==> config.mk <==
export PLATFORM = sky130hd
export DESIGN_NAME = speicher_steuerung
export DESIGN_NICKNAME = d
export VERILOG_FILES = /design/src/rtl/speicher_steuerung.sv
export SDC_FILE = /design/constraint.sdc
export NUM_CORES = 1
export LEC_CHECK = 0
export CELL_PAD_IN_SITES_DETAIL_PLACEMENT = 2
export CELL_PAD_IN_SITES_GLOBAL_PLACEMENT = 2
export CORE_MARGIN = 3
export CORE_UTILIZATION = 29
export DETAILED_ROUTE_END_ITERATION = 8
export GPL_TIMING_DRIVEN = 0
export PLACE_DENSITY_LB_ADDON = 0.1
export SLEW_MARGIN = 20
export SYNTH_ARGS = -nofsm -noshare
export SYNTH_HDL_FRONTEND = slang
export SYNTH_SLANG_ARGS = --single-unit
==> constraint.sdc <==
create_clock -name Clock -period 4.3 [get_ports Clock]
set_input_delay 0.86 -clock Clock [delete_from_list [all_inputs] [get_ports Clock]]
set_output_delay 0.86 -clock Clock [all_outputs]
set_load 0.01 [all_outputs]
==> src/rtl/speicher_steuerung.sv <==
// Memory controller arbitrating CPU fetch and load/store ports onto one variable-latency memory.
// Optional single-entry fetch buffer enabled by defining INSTRUKTIONS_PUFFER_EN.
module speicher_steuerung #(
    parameter int unsigned ADR_BREITE = 16,
    parameter int unsigned TIMEOUT    = 255
) (
    input  logic                  Clock,
    input  logic                  Reset,
    input  logic [31:0]           InstruktionAdresse,
    input  logic                  LeseInstruktion,
    output logic [31:0]           Instruktion,
    output logic                  InstruktionGeladen,
    input  logic [31:0]           DatenAdresse,
    input  logic [31:0]           DatenRaus,
    input  logic                  LeseDaten,
    input  logic                  SchreibeDaten,
    output logic [31:0]           DatenRein,
    output logic                  DatenGeladen,
    output logic                  DatenGespeichert,
    output logic [ADR_BREITE-1:0] SpeicherAdresse,
    output logic [31:0]           SpeicherDatenSchreiben,
    input  logic [31:0]           SpeicherDatenLesen,
    output logic                  SpeicherLesen,
    output logic                  SpeicherSchreiben,
    input  logic                  SpeicherBereit,
    output logic                  Fehler
);

    typedef enum logic [1:0] {StLeerlauf, StLesen, StSchreiben, StFertig} zustand_e;
    typedef enum logic [1:0] {ArtInstr, ArtLaden, ArtSpeichern} art_e;

    localparam logic [15:0] ZaehlerMax = 16'(TIMEOUT - 1);

    zustand_e              zustand_q;
    art_e                  art_q;
    art_e                  art_wahl;
    logic [31:0]           adr_wahl;
    logic                  anfrage;
    logic                  ausser_bereich;
    logic                  puf_treffer;
    logic [31:0]           puf_daten;
    logic [15:0]           zaehler_q;
    logic [ADR_BREITE-1:0] adr_q;
    logic [31:0]           wdata_q;
    logic [31:0]           instr_q;
    logic [31:0]           daten_q;
    logic                  lesen_q;
    logic                  schreiben_q;
    logic                  instr_geladen_q;
    logic                  daten_geladen_q;
    logic                  daten_gespeichert_q;
    logic                  fehler_q;

    // Fixed priority: store, then load, then fetch.
    always_comb begin
        art_wahl = ArtInstr;
        adr_wahl = InstruktionAdresse;
        anfrage  = LeseInstruktion;
        if (SchreibeDaten) begin
            art_wahl = ArtSpeichern;
            adr_wahl = DatenAdresse;
            anfrage  = 1'b1;
        end else if (LeseDaten) begin
            art_wahl = ArtLaden;
            adr_wahl = DatenAdresse;
            anfrage  = 1'b1;
        end
    end

    assign ausser_bereich = (adr_wahl >> ADR_BREITE) != 32'd0;

`ifdef INSTRUKTIONS_PUFFER_EN
    logic        puf_gueltig_q;
    logic [31:0] puf_tag_q;
    logic [31:0] puf_daten_q;

    always_ff @(posedge Clock or negedge Reset) begin
        if (!Reset) begin
            puf_gueltig_q <= 1'b0;
            puf_tag_q     <= '0;
            puf_daten_q   <= '0;
        end else if (zustand_q == StLesen && art_q == ArtInstr) begin
            if (SpeicherBereit) begin
                puf_gueltig_q <= 1'b1;
                puf_tag_q     <= 32'(adr_q);
                puf_daten_q   <= SpeicherDatenLesen;
            end else if (zaehler_q == ZaehlerMax) begin
                puf_gueltig_q <= 1'b0;
            end
        end else if (zustand_q == StLeerlauf && SchreibeDaten && DatenAdresse == puf_tag_q) begin
            puf_gueltig_q <= 1'b0;
        end
    end

    // Tag only ever holds in-range addresses, so a hit is never out of range.
    assign puf_treffer = (art_wahl == ArtInstr) && puf_gueltig_q && (puf_tag_q == adr_wahl);
    assign puf_daten   = puf_daten_q;
`else
    assign puf_treffer = 1'b0;
    assign puf_daten   = '0;
`endif

    always_ff @(posedge Clock or negedge Reset) begin
        if (!Reset) begin
            zustand_q           <= StLeerlauf;
            art_q               <= ArtInstr;
            zaehler_q           <= '0;
            adr_q               <= '0;
            wdata_q             <= '0;
            instr_q             <= '0;
            daten_q             <= '0;
            lesen_q             <= 1'b0;
            schreiben_q         <= 1'b0;
            instr_geladen_q     <= 1'b0;
            daten_geladen_q     <= 1'b0;
            daten_gespeichert_q <= 1'b0;
            fehler_q            <= 1'b0;
        end else begin
            instr_geladen_q     <= 1'b0;
            daten_geladen_q     <= 1'b0;
            daten_gespeichert_q <= 1'b0;
            unique case (zustand_q)
                StLeerlauf: begin
                    if (anfrage) begin
                        art_q     <= art_wahl;
                        adr_q     <= adr_wahl[ADR_BREITE-1:0];
                        wdata_q   <= DatenRaus;
                        zaehler_q <= '0;
                        if (ausser_bereich || puf_treffer) begin
                            zustand_q           <= StFertig;
                            instr_geladen_q     <= (art_wahl == ArtInstr);
                            daten_geladen_q     <= (art_wahl == ArtLaden);
                            daten_gespeichert_q <= (art_wahl == ArtSpeichern);
                            if (ausser_bereich) fehler_q <= 1'b1;
                            if (art_wahl == ArtInstr) instr_q <= ausser_bereich ? '0 : puf_daten;
                            if (art_wahl == ArtLaden) daten_q <= '0;
                        end else if (art_wahl == ArtSpeichern) begin
                            schreiben_q <= 1'b1;
                            zustand_q   <= StSchreiben;
                        end else begin
                            lesen_q   <= 1'b1;
                            zustand_q <= StLesen;
                        end
                    end
                end
                StLesen, StSchreiben: begin
                    // Ready in the last allowed cycle still counts as success.
                    if (SpeicherBereit || zaehler_q == ZaehlerMax) begin
                        lesen_q             <= 1'b0;
                        schreiben_q         <= 1'b0;
                        zustand_q           <= StFertig;
                        instr_geladen_q     <= (art_q == ArtInstr);
                        daten_geladen_q     <= (art_q == ArtLaden);
                        daten_gespeichert_q <= (art_q == ArtSpeichern);
                        if (!SpeicherBereit) fehler_q <= 1'b1;
                        if (art_q == ArtInstr) instr_q <= SpeicherBereit ? SpeicherDatenLesen : '0;
                        if (art_q == ArtLaden) daten_q <= SpeicherBereit ? SpeicherDatenLesen : '0;
                    end else begin
                        zaehler_q <= zaehler_q + 16'd1;
                    end
                end
                StFertig: zustand_q <= StLeerlauf;
                default:  zustand_q <= StLeerlauf;
            endcase
        end
    end

    assign Instruktion            = instr_q;
    assign InstruktionGeladen     = instr_geladen_q;
    assign DatenRein              = daten_q;
    assign DatenGeladen           = daten_geladen_q;
    assign DatenGespeichert       = daten_gespeichert_q;
    assign SpeicherAdresse        = adr_q;
    assign SpeicherDatenSchreiben = wdata_q;
    assign SpeicherLesen          = lesen_q;
    assign SpeicherSchreiben      = schreiben_q;
    assign Fehler                 = fehler_q;

endmodule

---- After elaboration in Yosys (flattened, before gate mapping) ----
Index checks and enable logic that the tools add are counted.
Widths: inputs -> output; s select.
cells by class
  add/subtract/negate cells ............... 1
  equality and inequality tests ........... 20
  mux-type cells .......................... 53
  reductions and logical operators ........ 15
operator list
  kind                   number
  $mux 32                13
  $pmux 32 s2            2
  $mux 16                2
  $pmux 16 s2            1
  $reduce_bool 32->1     1
  $ne 2x2->1 const B     12
  $mux 1                 23
  $add 16x1->16 const B  1
  $eq 16x8->1 const B    1
  $reduce_and 5->1       3
  $pmux 1 s2             6
  $reduce_and 6->1       2
  $mux 2                 5
  $eq 2x2->1 const B     4
  $eq 2x1->1 const B     3
  $logic_not 2->1        3
  $pmux 2 s3             1
  $reduce_and 2->1       2
  $reduce_and 3->1       1
  $reduce_bool 2->1      1
  $reduce_or 2->1        1
  $logic_or 1x1->1       1
word-level totals
  bits in registers ....................... 138
  bits of input ports ..................... 134
  output and inout port bits .............. 118
  logic and storage cells ................. 102

---- Longest topological paths before layout ----
  depth in word-level cells ............... 7
  gate-level depth with buffers ........... 9
  gate-level depth less buffers ........... 7

---- Least setup slack after synthesis ----
OpenSTA, ideal clock, no wires.
  path kind ............................... input to register
  from .................................... in SchreibeDaten
  to ...................................... reg instr_q[10], in the netlist Instruktion[10]
  library setup time ...................... 0.125 ns
  arrival time ............................ 2.451 ns
  required time ........................... 4.175 ns
  slack ................................... 1.724 ns
  cell stages on the path ................. 6
  path buffers ............................ 1
  cell sequence ........................... nor4b_1 or2_2 o21bai_4 a2111oi_4 buf_6 mux2_4
on the way
  cells in the longest elaborated chain, start to end .. 4
  elaborated cells between the ends (all ways) .. 9
  classes of those cells .................. 3 x eq/ne; 3 x mux; 3 x reduce/logical
RTL lines
  what                                                   line     source
  start: declaration                                     16       input logic SchreibeDaten,
  $mux 32 or $mux 2 (tied branches)                      59       if (SchreibeDaten) begin
  $reduce_bool 32->1 or $logic_not 2->1 (tied branches)  70, 135
  $ne 2x2->1 (no source line)                            n/a
  $reduce_and 6->1 (no source line) *                    n/a
  end signal: assignment                                 135      if (art_wahl == ArtInstr) instr_q <= ausser_bereich ? '0 : puf_daten;
  end signal: assignment                                 156      if (art_q == ArtInstr) instr_q <= SpeicherBereit ? SpeicherDatenLesen : '0;
  end: declaration                                       45       logic [31:0] instr_q;
Mark *: on every way between the ends. The rest lies on a longest branch, timed or not.
A chain may end at the register's enable or synchronous reset.

---- Final worst setup path ----
  from .................................... in SchreibeDaten
  to ...................................... reg adr_q[14], in the netlist SpeicherAdresse[14]
on the way
  cells in the longest elaborated chain, start to end .. 2
  elaborated cells between the ends (all ways) .. 3
  classes of those cells .................. 2 x mux; 1 x reduce/logical
RTL lines
  what                               line  source
  $mux 1                             59
  $reduce_and 2->1 (no source line)  n/a
  end signal: assignment             126   adr_q <= adr_wahl[ADR_BREITE-1:0];
  end: declaration                   43    logic [ADR_BREITE-1:0] adr_q;
Parallel ways exist; a longest one is shown, timed or not.

==> flow_summary.ini <==
[outcome]
outcome = finished clean

[logic_synthesis]
synth_top_family_by_area = multiplexers
ys_warn_count = 0
synth_nets = 626
synth_compound_area_share_pct = 6.80
synth_cells = 488
synth_xor_area_share_pct = 1.53
synth-simple-area-share_pct = 11.0
synth_edf_count = 0
synthFlopType = dfrtp_1
synth_seq_area_share_pct = 54.8
synthAdderAreaFrac_pct = 0.795
synth_cell_types = 52
synthesis.area_mm2 = 0.00630
synth_area_per_cell_um2 = 12.9
synth_mux_area_share_pct = 21.8
synth-seq-cells = 138
ys_async_sr_fraction_pct = 100

[pwr]
p_leak_nw = 4.31
seqPwrFrac_pct = 29.6
clkPwrFrac_pct = 20.5
internal_power_mw = 4.62
comb_power_share_pct = 50.0
netSwitchingPower_mw = 2.54
ir_drop_mv = 0.288
p_sw_share_pct = 35.5
power.density_mw_per_mm2 = 734

[clocking]
cts_tree = built
htree_levels = 4
cts_root_buffer = clkbuf_16
ctsResizeCount = 0
postCtsSetupRepairBufs = 0
cts_buffer_depth = 2
clock-sinks = 138
cts_hold_buf = 0
clk_pin_slew_ns = 0.06
insertion_delay_ns = 0.42
numCtsBuffers = 17

[sta]
min_period_over_period_pct = 73.2
rsz0062_at_grt = no
worst_clock_skew_ns = 0.0104
max-slew-margin-rel_pct = 52.5
setup_viol = 0
fin_crit_ns = 3.15
hold_violations = 0
max_freq_mhz = 318
slew_violations = 0
worstMarginPinSlew_ns = 0.694
setup_tns_ns = 0

[layout]
drive_above_1_share_pct = 19.5
fill_cells = 2122
final_core_util_pct = 46.1
finalNetCount = 896
syn_to_final_growth_pct = 55.0
num_antenna_cells = 0

[die]
rows = 53
dieArea_mm2 = 0.0235
start_util_pct = 29.8
top_level_ports = 252
fp.dieH_um = 153
core_area_mm2 = 0.0212
die_width_um = 153

[worst_setup_path]
critPathKind = primary input to flip-flop
r2r_start = zustand_q[0]
ff2ff_path_depth = 8
required_ns = 4.63
endpoint_kind = flip-flop
cp-start-kind = primary input
cp_max_fo = 10
reg2reg_slack_ns = 1.48
crit_arrival_ns = 3.47
r2r-end = Instruktion[15]

[drt]
m1WireLength_um = 9150
met3_length_um = 888
route.vias.total = 5054
wirelength_um = 22300
drtIter0Drc = 142
drc = 0
wl_per_cell_um = 21.3
antenna_left = 0
wl_met2_um = 12100
drtPass1Iterations = 4
viasPerCell = 4.84
top_layer_used = met4

[place]
place.gp.congestion = 0.835
numPortBuffers = 250
place_hpwl_um = 17000

[global_routing]
overflow = 0
grt_usage_pct = 19.1
grt_pass1_wl_um = 35100
antenna_found_initial = 0
grt_pass1_vias = 5792
grt_start_max_net_pins = 73

[flow_run]
drv_cap = 0

[min_path]
min_path_type = primary input to async pin
state kept, by name, indices dropped and copies added, names as in the netlist:
signal and count:
Instruktion 32, InstruktionGeladen 1, zaehler_q 16, art_q 2, DatenRein 32, DatenGeladen 1, SpeicherSchreiben 1, DatenGespeichert 1
SpeicherAdresse 16, SpeicherDatenSchreiben 32, zustand_q 2, SpeicherLesen 1, Fehler 1
cells in the final DEF (no fill, tap or decap), types with 3 or more instances in the layout:
cell,synthesis,final
a2111oi_0,5,5
a211oi_1,5,5
a21oi_1,4,4
a22o_1,5,5
and3_1,34,34
buf_2,4,4
buf_4,4,4
buf_6,4,4
clkbuf_1,18,18
clkbuf_16,0,17
clkdlybuf4s50_1,0,249
clkinv_2,0,3
clkinv_4,0,3
dfrtp_1,138,138
ha_1,4,4
inv_1,8,8
inv_6,0,3
mux2_2,65,65
mux2_4,30,30
mux2i_1,17,17
nand2_1,24,24
nand3_1,7,7
nand4_1,5,5
nor2_1,20,20
nor2b_1,3,3
nor4_1,10,10
o21ai_0,22,22
o31ai_1,3,3
or4_1,3,3
xnor2_1,11,11
critical path, cell delays in order:
cell	delay, ns
clkdlybuf4s50_1	0.49
clkbuf_1	0.27
or2_2	0.37
buf_2	0.23
o21ai_2	0.29
buf_2	0.34
clkbuf_1	0.41
nand2_1	0.11
o21ai_0	0.10
worst max-delay path by stage:
| stage | to | slack (ns) | from |
|---|---|---|---|
| 2_1_floorplan | Instruktion[10] | 1.72 | SchreibeDaten |
| 5_1_grt | SpeicherAdresse[14] | 0.86 | SchreibeDaten |
| 4_1_cts | SpeicherAdresse[14] | 1.11 | SchreibeDaten |
| 3_3_place_gp | SpeicherDatenSchreiben[14] | -3.40 | Reset |
| 3_5_place_dp | SpeicherAdresse[12] | 0.68 | SchreibeDaten |
| 6_report | SpeicherAdresse[14] | 1.15 | SchreibeDaten |
power groups by stage:
stage	clock, mW	combinational [mW]	sequential (mW)
CTS	1.51	3.66	2.12
finish	1.47	3.58	2.12
detailed placement	0	3.64	2.14
floorplan	0	1.77	2.30
global placement	0	3.52	2.10
global route	1.58	3.84	2.19
synth_stat cells (2+ instances only):
cell type / n / area, µm²
nor4_1: 10 / 62.6
inv_1: 8 / 30.0
nand2_1: 24 / 90.1
mux2_4: 30 / 450
mux2i_1: 17 / 170
dfrtp_1: 138 / 3450
a21o_1: 2 / 15.0
a21boi_0: 2 / 15.0
mux2_2: 65 / 732
and4_1: 2 / 17.5
nand4b_1: 2 / 17.5
nor2b_1: 3 / 18.8
buf_2: 4 / 20.0
a31oi_1: 2 / 12.5
nand3_1: 7 / 35.0
a22o_1: 5 / 43.8
ha_1: 4 / 50.1
xnor2_1: 11 / 96.3
buf_6: 4 / 45.0
nand2b_1: 2 / 12.5
o31ai_1: 3 / 22.5
nor2_1: 20 / 75.1
o21ai_0: 22 / 110
or4_1: 3 / 22.5
or2_2: 2 / 12.5
clkbuf_1: 18 / 67.6
buf_4: 4 / 30.0
a21oi_1: 4 / 20.0
nand4_1: 5 / 31.3
a2111oi_0: 5 / 43.8
and3_1: 34 / 213
mux2_1: 2 / 22.5
a211oi_1: 5 / 37.5
metrics by stage:
step	instances	hold slack (ns)	setup WS (ns)	power, mW	area, µm²
finish	1045	0.383	1.15	7.16	9760
global route	1045	0.412	0.862	7.61	9760
CTS	1045	0.398	1.11	7.29	9760
detailed placement	1014	0.471	0.685	5.78	9180
global placement	1013	0.458	-3.40	5.62	9140
floorplan	488	0.497	1.72	4.06	6300
cell type report:
cell class / count / area (µm²) / share of cell area [%]
plain buffers: 32 / 171 / 1.76
clock buffers: 18 / 439 / 4.50
clock inverters: 13 / 143 / 1.46
inverters: 8 / 30.0 / 0.308
multi-input cells: 310 / 2640 / 27.1
flip-flops and latches: 138 / 3450 / 35.4
well taps: 275 / 344 / 3.53
repair buffers: 251 / 2530 / 26.0
logic make-up after synthesis:
family	count (synthesis)
DFF	138
muxes	114
buffers and inverters	40
and+or+nand+nor	123
adders and majority gates	4
xor gates and xnor gates	11
AOI/OAI and AO/OA	58
layer usage:
metal	track usage, %	up-vias
met1	22.8	2602
met2	35.0	129
met4	4.29	0
met5	0	-
met3	4.25	14
li1	-	2309
Power figures use the tool's default switching activity.
